[config.mk]
export PLATFORM = sky130hd
export DESIGN_NAME = line_buf_scheduler_flat
export DESIGN_NICKNAME = d
export VERILOG_FILES = /design/src/rtl/upsample_pkg.sv /design/src/rtl/line_buf_scheduler_if.sv /design/src/rtl/line_buf_scheduler_v_step_accum.sv /design/src/rtl/line_buf_scheduler.sv /design/src/flat_wrapper.sv
export SDC_FILE = /design/constraint.sdc
export NUM_CORES = 1
export LEC_CHECK = 0
export ABC_AREA = 1
export CORE_ASPECT_RATIO = 0.5
export CORE_MARGIN = 10
export CORE_UTILIZATION = 28
export CTS_CLUSTER_SIZE = 8
export DETAILED_ROUTE_END_ITERATION = 8
export MAX_ROUTING_LAYER = met4
export PLACE_DENSITY = 0.47
export SYNTH_ARGS = -nofsm -noshare
export SYNTH_HDL_FRONTEND = slang
export SYNTH_SLANG_ARGS = --single-unit
[constraint.sdc]
create_clock -name clk_out -period 1.5 [get_ports clk_out]
set_input_delay 0.3 -clock clk_out [delete_from_list [all_inputs] [get_ports clk_out]]
set_output_delay 0.3 -clock clk_out [all_outputs]
set_load 0.05 [all_outputs]
[src/rtl/upsample_pkg.sv]
// Shared definitions for the PAL->HD upsampler line RAM sequencing.
// Holds the bank geometry, the sequencer state enumeration and the
// bank-base address helper.
package upsample_pkg;

  localparam int NBANK   = 8;
  localparam int BANK_AW = 11;
  localparam int BANK_W  = $clog2(NBANK);
  localparam int ADDR_W  = BANK_W + BANK_AW;
  localparam int FILL_W  = $clog2(NBANK + 1);

  typedef enum logic [1:0] {
    ST_IDLE  = 2'd0,
    ST_PRIME = 2'd1,
    ST_RUN   = 2'd2
  } state_e;

  // First RAM address of a bank.
  function automatic logic [ADDR_W-1:0] bank_base(input logic [BANK_W-1:0] bank);
    return {bank, {BANK_AW{1'b0}}};
  endfunction

endpackage

[src/rtl/line_buf_scheduler_if.sv]
// Event and address bus between the line-buffer sequencer and its
// surroundings.
//   i_frame_start / i_wr_line_done / i_rd_line_start : one-cycle event pulses
//   i_v_step, i_hd_hoffset, i_hd_voffset             : static configuration
//   o_wr_addr / o_rd_addr                            : bank base addresses
//   o_rd_valid, o_fill, o_underflow, o_overflow      : status
// master drives the events, slave is the sequencer.
interface line_buf_scheduler_if;
  import upsample_pkg::*;

  logic              i_frame_start;
  logic              i_wr_line_done;
  logic              i_rd_line_start;
  logic [7:0]        i_v_step;
  logic [7:0]        i_hd_hoffset;
  logic [7:0]        i_hd_voffset;
  logic [ADDR_W-1:0] o_wr_addr;
  logic [ADDR_W-1:0] o_rd_addr;
  logic              o_rd_valid;
  logic [FILL_W-1:0] o_fill;
  logic              o_underflow;
  logic              o_overflow;

  modport master (
    output i_frame_start, i_wr_line_done, i_rd_line_start,
    output i_v_step, i_hd_hoffset, i_hd_voffset,
    input  o_wr_addr, o_rd_addr, o_rd_valid, o_fill, o_underflow, o_overflow
  );

  modport slave (
    input  i_frame_start, i_wr_line_done, i_rd_line_start,
    input  i_v_step, i_hd_hoffset, i_hd_voffset,
    output o_wr_addr, o_rd_addr, o_rd_valid, o_fill, o_underflow, o_overflow
  );

endinterface

[src/rtl/line_buf_scheduler_v_step_accum.sv]
// Fractional vertical step accumulator.
//   phase      : current Q0.8 phase
//   v_step     : Q0.8 PAL lines per HD line
//   fill_ok    : at least two lines buffered, so an advance is possible
//   advance    : move to the next PAL line
//   underflow  : advance wanted but no line available
//   phase_next : phase to store; saturates at 8'hFF on underflow so the
//                next HD line retries the advance
module v_step_accum
  import upsample_pkg::*;
(
  input  logic [7:0] phase,
  input  logic [7:0] v_step,
  input  logic       fill_ok,
  output logic       advance,
  output logic       underflow,
  output logic [7:0] phase_next
);

  logic [8:0] sum;

  always_comb begin
    sum        = {1'b0, phase} + {1'b0, v_step};
    advance    = 1'b0;
    underflow  = 1'b0;
    phase_next = sum[7:0];
    if (sum[8]) begin
      if (fill_ok) begin
        advance = 1'b1;
      end else begin
        underflow  = 1'b1;
        phase_next = 8'hFF;
      end
    end
  end

endmodule

[src/rtl/line_buf_scheduler.sv]
// Line RAM sequencer for the PAL->HD upsampler, HD pixel-clock domain.
//   clk_out : HD pixel clock
//   reset_n : asynchronous active-low reset, release synchronized here
//   bus     : event inputs, configuration, bank addresses and status
// Tracks write/read banks and fill level, and on every HD line decides
// whether to repeat the current PAL line or advance to the next one.
module line_buf_scheduler
  import upsample_pkg::*;
#(
  parameter int NBANK         = upsample_pkg::NBANK,
  parameter int BANK_AW       = upsample_pkg::BANK_AW,
  parameter int PAL_OFFSET_HZ = 'h80,
  parameter int PRIME_LINES   = 2
) (
  input logic                clk_out,
  input logic                reset_n,
  line_buf_scheduler_if.slave bus
);

  localparam int BANK_W = $clog2(NBANK);
  localparam int AW     = BANK_W + BANK_AW;
  localparam int FW     = $clog2(NBANK + 1);

  localparam logic [1:0] S_IDLE  = 2'(ST_IDLE);
  localparam logic [1:0] S_PRIME = 2'(ST_PRIME);
  localparam logic [1:0] S_RUN   = 2'(ST_RUN);

  localparam logic [AW-1:0] HZ_OFF = AW'(PAL_OFFSET_HZ);
  localparam logic [FW-1:0] FULL   = FW'(NBANK);
  localparam logic [FW-1:0] PRIMED = FW'(PRIME_LINES);

  function automatic logic [AW-1:0] read_base(input logic [BANK_W-1:0] bank,
                                              input logic [7:0]        hoff);
    return {bank, {BANK_AW{1'b0}}} - HZ_OFF - AW'(hoff);
  endfunction

  logic [1:0]        rst_sync;
  logic              rst_int_n;

  logic [1:0]        state,  state_n;
  logic [BANK_W-1:0] wr_bank, wr_bank_n;
  logic [BANK_W-1:0] rd_bank, rd_bank_n;
  logic [FW-1:0]     fill,    fill_n, fill_rel;
  logic [7:0]        phase,   phase_n;
  logic [7:0]        vskip,   vskip_n;
  logic [AW-1:0]     rd_addr, rd_addr_n;
  logic              rd_valid, rd_valid_n;
  logic              under,   under_n;
  logic              over,    over_n;
  logic              adv;

  logic              fill_ok, acc_adv, acc_under;
  logic [7:0]        acc_phase;

  // Reset asserts immediately, releases two clocks after reset_n rises.
  always_ff @(posedge clk_out or negedge reset_n) begin
    if (!reset_n) rst_sync <= 2'b00;
    else          rst_sync <= {rst_sync[0], 1'b1};
  end
  assign rst_int_n = rst_sync[1];

  assign fill_ok = (fill >= FW'(2));

  v_step_accum u_acc (
    .phase      (phase),
    .v_step     (bus.i_v_step),
    .fill_ok    (fill_ok),
    .advance    (acc_adv),
    .underflow  (acc_under),
    .phase_next (acc_phase)
  );

  always_comb begin
    state_n    = state;
    wr_bank_n  = wr_bank;
    rd_bank_n  = rd_bank;
    fill_n     = fill;
    fill_rel   = fill;
    phase_n    = phase;
    vskip_n    = vskip;
    rd_addr_n  = rd_addr;
    rd_valid_n = rd_valid;
    under_n    = 1'b0;
    over_n     = 1'b0;
    adv        = 1'b0;

    if (bus.i_frame_start) begin
      // Frame start overrides any coincident line events.
      state_n    = S_PRIME;
      wr_bank_n  = '0;
      rd_bank_n  = '0;
      fill_n     = '0;
      phase_n    = '0;
      vskip_n    = bus.i_hd_voffset;
      rd_valid_n = 1'b0;
      rd_addr_n  = read_base('0, bus.i_hd_hoffset);
    end else if (state != S_IDLE) begin
      if (bus.i_rd_line_start) begin
        rd_valid_n = 1'b0;
        if (state == S_RUN) begin
          if (vskip != 8'd0) begin
            vskip_n = vskip - 8'd1;
          end else begin
            rd_valid_n = 1'b1;
            phase_n    = acc_phase;
            adv        = acc_adv;
            under_n    = acc_under;
          end
        end
      end

      // Read release first, so a simultaneous write sees the freed bank.
      fill_rel  = fill - FW'(adv);
      rd_bank_n = rd_bank + BANK_W'(adv);
      fill_n    = fill_rel;

      if (bus.i_wr_line_done) begin
        wr_bank_n = wr_bank + BANK_W'(1);
        if (fill_rel == FULL) begin
          over_n    = 1'b1;
          rd_bank_n = rd_bank_n + BANK_W'(1);
        end else begin
          fill_n = fill_rel + FW'(1);
        end
      end

      if (bus.i_rd_line_start) rd_addr_n = read_base(rd_bank_n, bus.i_hd_hoffset);

      if (state == S_PRIME && fill_n >= PRIMED) state_n = S_RUN;
    end
  end

  always_ff @(posedge clk_out or negedge rst_int_n) begin
    if (!rst_int_n) begin
      state    <= S_IDLE;
      wr_bank  <= '0;
      rd_bank  <= '0;
      fill     <= '0;
      phase    <= '0;
      vskip    <= '0;
      rd_addr  <= read_base('0, 8'd0);
      rd_valid <= 1'b0;
      under    <= 1'b0;
      over     <= 1'b0;
    end else begin
      state    <= state_n;
      wr_bank  <= wr_bank_n;
      rd_bank  <= rd_bank_n;
      fill     <= fill_n;
      phase    <= phase_n;
      vskip    <= vskip_n;
      rd_addr  <= rd_addr_n;
      rd_valid <= rd_valid_n;
      under    <= under_n;
      over     <= over_n;
    end
  end

  assign bus.o_wr_addr   = {wr_bank, {BANK_AW{1'b0}}};
  assign bus.o_rd_addr   = rd_addr;
  assign bus.o_rd_valid  = rd_valid;
  assign bus.o_fill      = fill;
  assign bus.o_underflow = under;
  assign bus.o_overflow  = over;

endmodule

[src/flat_wrapper.sv]
// flat-port wrapper written by rule: the top's interface ports become plain ports
module line_buf_scheduler_flat import upsample_pkg::*;
#(
  parameter int NBANK         = upsample_pkg::NBANK,
  parameter int BANK_AW       = upsample_pkg::BANK_AW,
  parameter int PAL_OFFSET_HZ = 'h80,
  parameter int PRIME_LINES   = 2
)
  (clk_out, reset_n, bus_i_frame_start, bus_i_wr_line_done, bus_i_rd_line_start, bus_i_v_step, bus_i_hd_hoffset, bus_i_hd_voffset, bus_o_wr_addr, bus_o_rd_addr, bus_o_rd_valid, bus_o_fill, bus_o_underflow, bus_o_overflow);
  line_buf_scheduler_if bus_i ();
  input logic clk_out;
  input logic reset_n;
  input wire logic [$bits(bus_i.i_frame_start)-1:0] bus_i_frame_start;
  input wire logic [$bits(bus_i.i_wr_line_done)-1:0] bus_i_wr_line_done;
  input wire logic [$bits(bus_i.i_rd_line_start)-1:0] bus_i_rd_line_start;
  input wire logic [$bits(bus_i.i_v_step)-1:0] bus_i_v_step;
  input wire logic [$bits(bus_i.i_hd_hoffset)-1:0] bus_i_hd_hoffset;
  input wire logic [$bits(bus_i.i_hd_voffset)-1:0] bus_i_hd_voffset;
  output wire logic [$bits(bus_i.o_wr_addr)-1:0] bus_o_wr_addr;
  output wire logic [$bits(bus_i.o_rd_addr)-1:0] bus_o_rd_addr;
  output wire logic [$bits(bus_i.o_rd_valid)-1:0] bus_o_rd_valid;
  output wire logic [$bits(bus_i.o_fill)-1:0] bus_o_fill;
  output wire logic [$bits(bus_i.o_underflow)-1:0] bus_o_underflow;
  output wire logic [$bits(bus_i.o_overflow)-1:0] bus_o_overflow;
  assign bus_i.i_frame_start = bus_i_frame_start;
  assign bus_i.i_wr_line_done = bus_i_wr_line_done;
  assign bus_i.i_rd_line_start = bus_i_rd_line_start;
  assign bus_i.i_v_step = bus_i_v_step;
  assign bus_i.i_hd_hoffset = bus_i_hd_hoffset;
  assign bus_i.i_hd_voffset = bus_i_hd_voffset;
  assign bus_o_wr_addr = bus_i.o_wr_addr;
  assign bus_o_rd_addr = bus_i.o_rd_addr;
  assign bus_o_rd_valid = bus_i.o_rd_valid;
  assign bus_o_fill = bus_i.o_fill;
  assign bus_o_underflow = bus_i.o_underflow;
  assign bus_o_overflow = bus_i.o_overflow;
  line_buf_scheduler #(.NBANK(NBANK), .BANK_AW(BANK_AW), .PAL_OFFSET_HZ(PAL_OFFSET_HZ), .PRIME_LINES(PRIME_LINES)) u_core (.clk_out(clk_out), .reset_n(reset_n), .bus(bus_i));
endmodule
Word-level counts from Yosys, hierarchy flattened:

Index checks and enable logic that the tools add are counted.

* register bits: 47
* word-level logic and storage cells: 97

* add/subtract/negate cells: 10
* order comparisons: 2
* equal/unequal tests: 4
* mux-type cells: 56
* reduce and logical (&&, ||, !) cells: 14

Operator list (number)
* two-way mux 8 bit: 12
* two-way mux 14 bit: 3
* two-way mux 3 bit: 9
* two-way mux 4 bit: 6
* two-way mux 1 bit: 23
* nonzero test 2 bit: 7
* subtractor 14 x 8 -> 14 bit: 1
* subtractor 14 x 8 -> 14 bit, second input constant: 1
* subtractor 8 x 9 -> 10 bit, first input constant: 1
* adder 8 x 8 -> 9 bit: 1
* greater-or-equal comparator 4 x 2 -> 1 bit, second input constant: 2
* AND reduction 4 bit: 2
* nonzero test 8 bit: 1
* subtractor 8 x 1 -> 8 bit, second input constant: 1
* adder 3 x 1 -> 3 bit, second input constant: 2
* two-way mux 2 bit: 3
* AND reduction 2 bit: 3
* adder 4 x 1 -> 4 bit, second input constant: 1
* equality test 4 bit, second input constant: 1
* subtractor 4 x 1 -> 4 bit: 1
* adder 3 x 1 -> 3 bit: 1
* equality test 2 x 1 -> 1 bit, second input constant: 1
* equality test 2 bit, second input constant: 1
* inequality test 2 bit, second input constant: 1
* logical AND 1 bit: 1

Depth between registers and ports, before layout:

* depth in word-level cells: 19
* depth in mapped cells: 22
* depth with buffers taken out: 22

Modules after synthesis:

A second synthesis with hierarchy kept.

* cells, all modules: 415
* area total of the unflattened synthesis: 3113.0 um^2

By module, submodules not included
* line_buf_scheduler: seq. area each 1158.6 um^2, times used 1, cells an instance 331, area an instance 2631.3 um^2
* v_step_accum: seq. area each 0.0 um^2, times used 1, cells an instance 84, area an instance 481.7 um^2

Least setup slack after synthesis:

No wires, ideal clock.

* path type: reg-to-reg
* from: register u_core.phase[0]
* to: register u_core.rd_addr[13] (netlist: u_core.bus.o_rd_addr[13])
* path slack: -1.665 ns
* period minus slack after synthesis: 3.165 ns
* buffers on the path: 0
* stages on the path, launching flop included: 22
* data required time: 1.422 ns
* data arrival time: 3.087 ns
* cell sequence: dfrtp_1 ha_1 inv_1 fa_1 o21ai_0 nand2_1 nand3_1 nor3b_1 ha_1 xor2_2 inv_2 ha_1 nand2_1 inv_1 nand3_4 nand2_2 nand2_2 inv_2 nand2_1 nand2_1 nand3_1 nand2_1

* cells in the longest elaborated chain, start to end: 18
* elaborated cells between the ends (all ways): 20
* classes of those cells: add/sub: 6; eq/ne: 1; mux: 13

RTL lines
* start: declaration: line line_buf_scheduler.sv:44 `logic [7:0] phase, phase_n;`
* start signal: assignment: line line_buf_scheduler.sv:150 `phase <= phase_n;`
* adder 8 x 8 -> 9 bit (*): line line_buf_scheduler_v_step_accum.sv:23 `sum = {1'b0, phase} + {1'b0, v_step};`
* two-way mux 1 bit (*): line line_buf_scheduler_v_step_accum.sv:27 `if (sum[8]) begin`
* two-way mux 1 bit (*): line line_buf_scheduler.sv:101 `if (vskip != 8'd0) begin`
* two-way mux 1 bit (*): line line_buf_scheduler.sv:100 `if (state == S_RUN) begin`
* two-way mux 1 bit (*): line line_buf_scheduler.sv:98 `if (bus.i_rd_line_start) begin`
* two-way mux 1 bit (*): line line_buf_scheduler.sv:97 `end else if (state != S_IDLE) begin`
* two-way mux 1 bit (*): line line_buf_scheduler.sv:87 `if (bus.i_frame_start) begin`
* adder 3 x 1 -> 3 bit / subtractor 4 x 1 -> 4 bit (equally long branches): line line_buf_scheduler.sv:114, line_buf_scheduler.sv:113
* adder 3 x 1 -> 3 bit / equality test 4 bit (equally long branches): line line_buf_scheduler.sv:121, line_buf_scheduler.sv:119
* two-way mux 3 bit: line line_buf_scheduler.sv:119 `if (fill_rel == FULL) begin`
* two-way mux 3 bit (*): line line_buf_scheduler.sv:117 `if (bus.i_wr_line_done) begin`
* two-way mux 3 bit (*): line line_buf_scheduler.sv:97
* two-way mux 3 bit (*): line line_buf_scheduler.sv:87
* subtractor 14 x 8 -> 14 bit (*) (2 in a row): line line_buf_scheduler.sv:34 `return {bank, {BANK_AW{1'b0}}} - HZ_OFF - AW'(hoff);`
* two-way mux 14 bit (*): line line_buf_scheduler.sv:127 `if (bus.i_rd_line_start) rd_addr_n = read_base(rd_bank_n, bus.i_hd_hoffset);`
* two-way mux 14 bit (*): line line_buf_scheduler.sv:97
* two-way mux 14 bit (*): line line_buf_scheduler.sv:87
* end signal: assignment: line line_buf_scheduler.sv:141 `rd_addr <= read_base('0, 8'd0);`
* end signal: assignment: line line_buf_scheduler.sv:152 `rd_addr <= rd_addr_n;`
* end: declaration: line line_buf_scheduler.sv:46 `logic [AW-1:0] rd_addr, rd_addr_n;`

Mark *: on every way between the ends. The rest lies on a longest branch, timed or not. The select of a mux whose other input is x is not followed.
A chain may end at the register's enable or synchronous reset.

Worst setup path after layout:

Same ends and word-level chain as after synthesis.

==> metrics <==
DIE WIDTH around 170 um; Synth Register Bits 46; syn avg cell area slightly above 8 um2; clk_skew 0.00518 ns; pwr dens around 800 mW/mm2; synth unique cells 39; crit-path leading delay family simple AND/OR/NAND/NOR gates; failing checks setup timing; grt ovf 0; critical path arrival ~3.0 ns; Yosys top cell by area dfrtp_1; Placer Congestion around 0.79; Hold Fails Final Rpt 0; # diodes 0; wire per inst ~13 um; Worst setup EP type flip-flop; Place WS -1.82 ns; number of global-route vias before repair slightly below 3,000; Area Growth Syn to Fin 76.0%; final slew viol count 0; H-tree depth 2; global-route wire length before repair ~14,000 um; Gate Count Post-Synth roughly 370; worst-path cell chain ha_2 > inv_2 > fa_2 > o21ai_2 > nand2_1 > nand3_2 > nor3b_4 > ha_4 > xor2_4 > inv_2 > ha_4 > nand2_4 > inv_4 > nand3_4 > nand2_4 > nand2_4 > inv_2 > nand2_2 > nand2_1 > nand3_1 > nand2_1; R2R setup slack -1.29 ns; # setup viols final 26; worst r2r dst u_core.bus.o_rd_addr[13]; nets@finish 572; # rows 26; Fillers 1,019; cell area after synthesis approximately 0.0030 mm2; Largest stage delay, worst path roughly 0.35 ns; clock sink total 46; drt pass-1 iters 6; CTS tree done; initial antenna violation count 0; register area 0.00116 mm2; fin util 0.512; worst-skew pair later-pin latency 0.29 ns; RSZ-0062 raised after global routing true; WL final 8500 um; CP max stage cell dfrtp_1; CP Class reg -> reg; VDD IR max between 0.4 and 0.5 mV; crit-path max FO 5; CP required between 1.5 and 2 ns; area taken by multi-input logic gates ~0.0021 mm2; total die area roughly 0.016 mm2; Hold Crit Class in -> async; static leakage about 2.6 nW; antenna-violating nets left 0; share of cells above drive strength 1 0.470; top-area cell type share of the netlist area 0.333; YS warnings 0; Worst-path clk slew about 0.07 ns; Root Driver clkbuf_16; Die Y about 93 um; Vias ~2,900; ranking of synthesized cells by area dfrtp_1 33%, nand2_1 11%, ha_1 8.3%; # DRC 0; largest net degree at the start of global routing 45; Initial Util 0.291; outcome finished, violations left; Final Power around 0.0043 W; number of vias per cell between 4 and 5; critical path launch point type flip-flop; core footprint approximately 0.010 mm2; Final HPWL DP approximately 6300 um; Fmax achieved about 360 MHz; minimum clock period about 2.8 ns; TritonCTS buffer count 5; Total GRT Usage 0.112; Non-Filler Instances 663; Bufs on Longest Clock Path 2; crit share post-route 1.86; initial detailed-routing violation count roughly 100; CP Buf/Inv Count 4; Worst R2R Path Depth 21; # IOs 64; Reg-to-Reg Start u_core.phase[0]; Port Buffers between 50 and 60; placed cell count around 640; final setup margin -1.29 ns; Max Cap Viol 0; sequential fraction of the synthesis area 0.385; Crit path depth 21
[sequential cells by signal, summed over array words and instances (netlist names)]
signal and cells:
u_core.bus.o_rd_addr 13, u_core.phase 8, u_core.vskip 8, u_core.bus.o_fill 4, u_core.rd_bank 3, u_core.wr_bank 3, u_core.rst_sync 2, u_core.state 2
u_core.bus.o_overflow 1, u_core.bus.o_rd_valid 1, u_core.bus.o_underflow 1
[worst max-delay path by stage]
stage,startpoint,end
after floorplan,u_core.phase[0],u_core.bus.o_rd_addr[13]
after global placement,bus_i_v_step[0],u_core.bus.o_rd_addr[13]
after detailed placement,bus_i_v_step[0],u_core.state[0]
after CTS,u_core.phase[0],u_core.bus.o_rd_addr[13]
after global routing,u_core.phase[0],u_core.bus.o_rd_addr[13]
final,u_core.phase[0],u_core.bus.o_rd_addr[13]
[logic make-up after synthesis]
kind of cell    Yosys count  share of synthesized area
simple gates            183                      0.300
buf+inv                  60                     0.0923
compound gates           46                     0.0902
flops                    46                      0.385
fa+ha+maj                21                     0.0898
xor+xnor                 13                     0.0403
other cells               2                    0.00249
[Yosys cell counts, drive strengths merged]
cell / instances
a21o: 2
a21oi: 11
a31oi: 2
a32oi: 1
buf: 16
clkbuf: 1
conb: 2
dfrtp: 40
dfstp: 6
fa: 1
ha: 20
inv: 43
nand2: 98
nand3: 35
nand3b: 1
nand4: 7
nor2: 34
nor3: 2
nor3b: 1
o211ai: 6
o21ai: 20
o22ai: 4
or2: 5
xnor2: 4
xor2: 9
[routing by layer]
metal,up-vias,global-route usage,wire [um],part of all wire
met5,-,-,0,0
met4,0,0.0225,65,0.0076
met3,7,0.0251,253,0.030
met2,43,0.179,3930,0.46
met1,1334,0.143,4250,0.50
li1,1491,-,-,-
[cells in the final DEF, fill, tap and decap left out, drive strengths merged, types with 5 or more instances in the layout]
| master | netlist | final |
|---|---|---|
| nand2 | 98 | 98 |
| clkbuf | 1 | 7 |
| nor2 | 34 | 34 |
| clkdlybuf4s50 | 0 | 21 |
| dlygate4sd2 | 0 | 5 |
| nand4 | 7 | 7 |
| xor2 | 9 | 9 |
| buf | 16 | 121 |
| conb | 2 | 13 |
| o21ai | 20 | 20 |
| dfstp | 6 | 6 |
| ha | 20 | 20 |
| nand3 | 35 | 36 |
| inv | 43 | 43 |
| o211ai | 6 | 6 |
| or2 | 5 | 5 |
| a21oi | 11 | 11 |
| dfrtp | 40 | 40 |
[repair_timing]
action                     CTS  global route
pin swaps                   36            28
setup endpoints to repair   34            39
buffers inserted            18             5
hold buffers                 0             0
gates resized for setup     54            46
cloned                       1             0
[worst register-to-register path: stages (launching register included)]
cell and delay (ns):
dfrtp_1 0.35, ha_2 0.19, inv_2 0.04, fa_2 0.34
o21ai_2 0.15, nand2_1 0.09, nand3_2 0.07, nor3b_4 0.29
ha_4 0.21, xor2_4 0.18, inv_2 0.07, ha_4 0.16
nand2_4 0.07, inv_4 0.04, nand3_4 0.10, nand2_4 0.06
nand2_4 0.08, inv_2 0.04, nand2_2 0.05, nand2_1 0.04
nand3_1 0.06, nand2_1 0.05
[area by class of cell]
type | count | area share
multi-input cells | 277 | 0.393
repair buffers | 149 | 0.296
well taps | 140 | 0.0331
clock buffers | 7 | 0.0269
clock inverters | 1 | 0.000945
flip-flops and latches | 46 | 0.219
inverters | 43 | 0.0309
[through the flow]
stage,area (um2),hold WS [ns],setup TNS [ns]
2_1_floorplan,3170,0.00441,-14.28
3_3_place_gp,4620,0.251,-31.90
3_5_place_dp,4620,0.253,-32.70
4_1_cts,5090,0.154,-18.44
5_1_grt,5300,0.161,-21.12
6_report,5300,0.160,-17.43
[where the power goes]
group / leakage (nW) / switching (W) / internal [W]
logic: 1.93 / 0.000879 / 0.000780
registers: 0.576 / 0.0000929 / 0.00135
clock network: 0.0739 / 0.000497 / 0.000663
total: 2.58 / 0.00147 / 0.00279
Note: power is estimated with default switching activity, not from simulation.
==> edit (same settings) <==
`BANK_AW`: 11 -> 13.
--- a/src/rtl/upsample_pkg.sv
+++ b/src/rtl/upsample_pkg.sv
@@ -4,7 +4,7 @@
 package upsample_pkg;
 
   localparam int NBANK   = 8;
-  localparam int BANK_AW = 11;
+  localparam int BANK_AW = 13;
   localparam int BANK_W  = $clog2(NBANK);
   localparam int ADDR_W  = BANK_W + BANK_AW;
   localparam int FILL_W  = $clog2(NBANK + 1);
Ports: changed (resized bus_o_rd_addr and bus_o_wr_addr); port bits go from 64 to 68. No check against the original RTL was run, so the function may have changed too.
==> edit against the unedited design <==
The run still ends with setup timing left; worst setup slack worse by 130 ps; cell count is 1.7% higher; synthesized area is 3.5% higher; critical path type unchanged; fmax is 4.4% lower; non-clock buffer count is 7 lower; clock skew is 3.1 ps higher; routed wire length is 4.9% higher; total power is 2.3% higher; sequential cell count is 1 higher; largest cell class unchanged; sequential power is 3% higher; critical endpoint is now u_core.state[1]$_DFFE_PN0P_; design area hardly changed.
==> edit: results (changes against the unedited design) <==
status:
  status: "finished with violations"
  failed_checks: "setup timing"
synth:
  synthTopCellsByCount: "nand2_1 (88), dfrtp_1 (40), inv_1 (40)"
  synthXorXnorAreaFrac_pct: 3.61  # -0.42 points
  netlist_top_cells_area: "dfrtp_1 (32%), nand2_1 (11%), ha_1 (8.0%)"
  synth_cell_type_count: 40  # +2.6%
layout:
  largest_register_ff_count: 14  # +1
  layout.nets: 578  # +1.0%
power_and_ir_drop:
  cellLeakagePower_uw: 0.00262  # +1.5%
  ir_worst_vdd_mv: 0.446  # -0.51%
global_route:
  gr-usage-met2_pct: 18.2  # +0.33 points
  grt_max_degree: 20  # -56%
  grt_pass1_vias: 3031  # +1.6%
  track_usage_pct: 11.9  # +0.67 points
timing:
  setup_viol: 31  # +19%
  skew_ps: 8.28  # +3.09 ps
  finalWorstSetupSlack_ps: -1420  # -129 ps
  finalSetupTns_ps: -22210  # -4780 ps
drt:
  via_per_inst: 4.30  # -0.81%
  drt_iter0_markers: 126  # +29%
  route.met3.wl_um: 339  # +34%
setup_path:
  critPathSlowestCell: "fa_2"
  slowest_delay_ps: 410  # +60 ps
  worst_path_dominant_cell_family: "adder cells"
clock_tree:
  cts_resized: 67  # +24%
placement:
  hpwl_um: 6630  # +4.6%
  numPortBuffers: 52  # +2.0%
[edit: changes by cell type after synthesis, sizes merged, moves of 3 or more]
cell    change
o21ai      +15
nand3       +9
nor2        -7
o211ai      -6
buf         +5
inv         +4
nand2       -4
o22ai       -3
[edit: worst max-delay path by stage]
| stage | slack (ps) | end | cells past startpoint |
|---|---|---|---|
| after floorplan | -1180 | u_core.bus.o_rd_addr[15]$_DFFE_PN1P_ | 20 |
| after global placement | -1690 | u_core.bus.o_rd_addr[15]$_DFFE_PN1P_ | 21 |
| after detailed placement | -1770 | u_core.state[1]$_DFFE_PN0P_ | 17 |
| after CTS | -1400 | u_core.state[1]$_DFFE_PN0P_ | 15 |
| after global routing | -1580 | u_core.state[1]$_DFFE_PN0P_ | 15 |
| final | -1420 | u_core.state[1]$_DFFE_PN0P_ | 15 |
[edit: cell type report]
cell class | count | area (um2) | share of cell area [%]
multi-input combinational | 285 | 2040 | 38.6
timing repair buffer | 142 | 1560 | 29.4
sequential | 47 | 1190 | 22.4
inverter | 47 | 189 | 3.57
tap | 145 | 181 | 3.43
clock buffer | 8 | 136 | 2.58
[edit: where the power goes]
group	switching [uW]	internal, uW	total (uW)
registers	110	1390	1500
clock network	469	621	1090
logic	954	813	1770
[edit: stage by stage]
step | worst slack, ps | std cells | util (%)
after floorplan | -1180 | 400 | -
after global placement | -1690 | 645 | 42.5
after detailed placement | -1770 | 645 | 42.5
after CTS | -1400 | 669 | 46.9
after global routing | -1580 | 674 | 48.4
final | -1420 | 674 | 48.4
[edit: cells by family (layout without fill, tap and decap cells)]
kind of cell | count (synthesis) | after routing
compound gates | 54 | 54
other cells | 2 | 16
simple gates | 181 | 182
fa+ha+maj | 21 | 21
flops | 47 | 47
buf+inv | 69 | 197
xor+xnor | 12 | 12
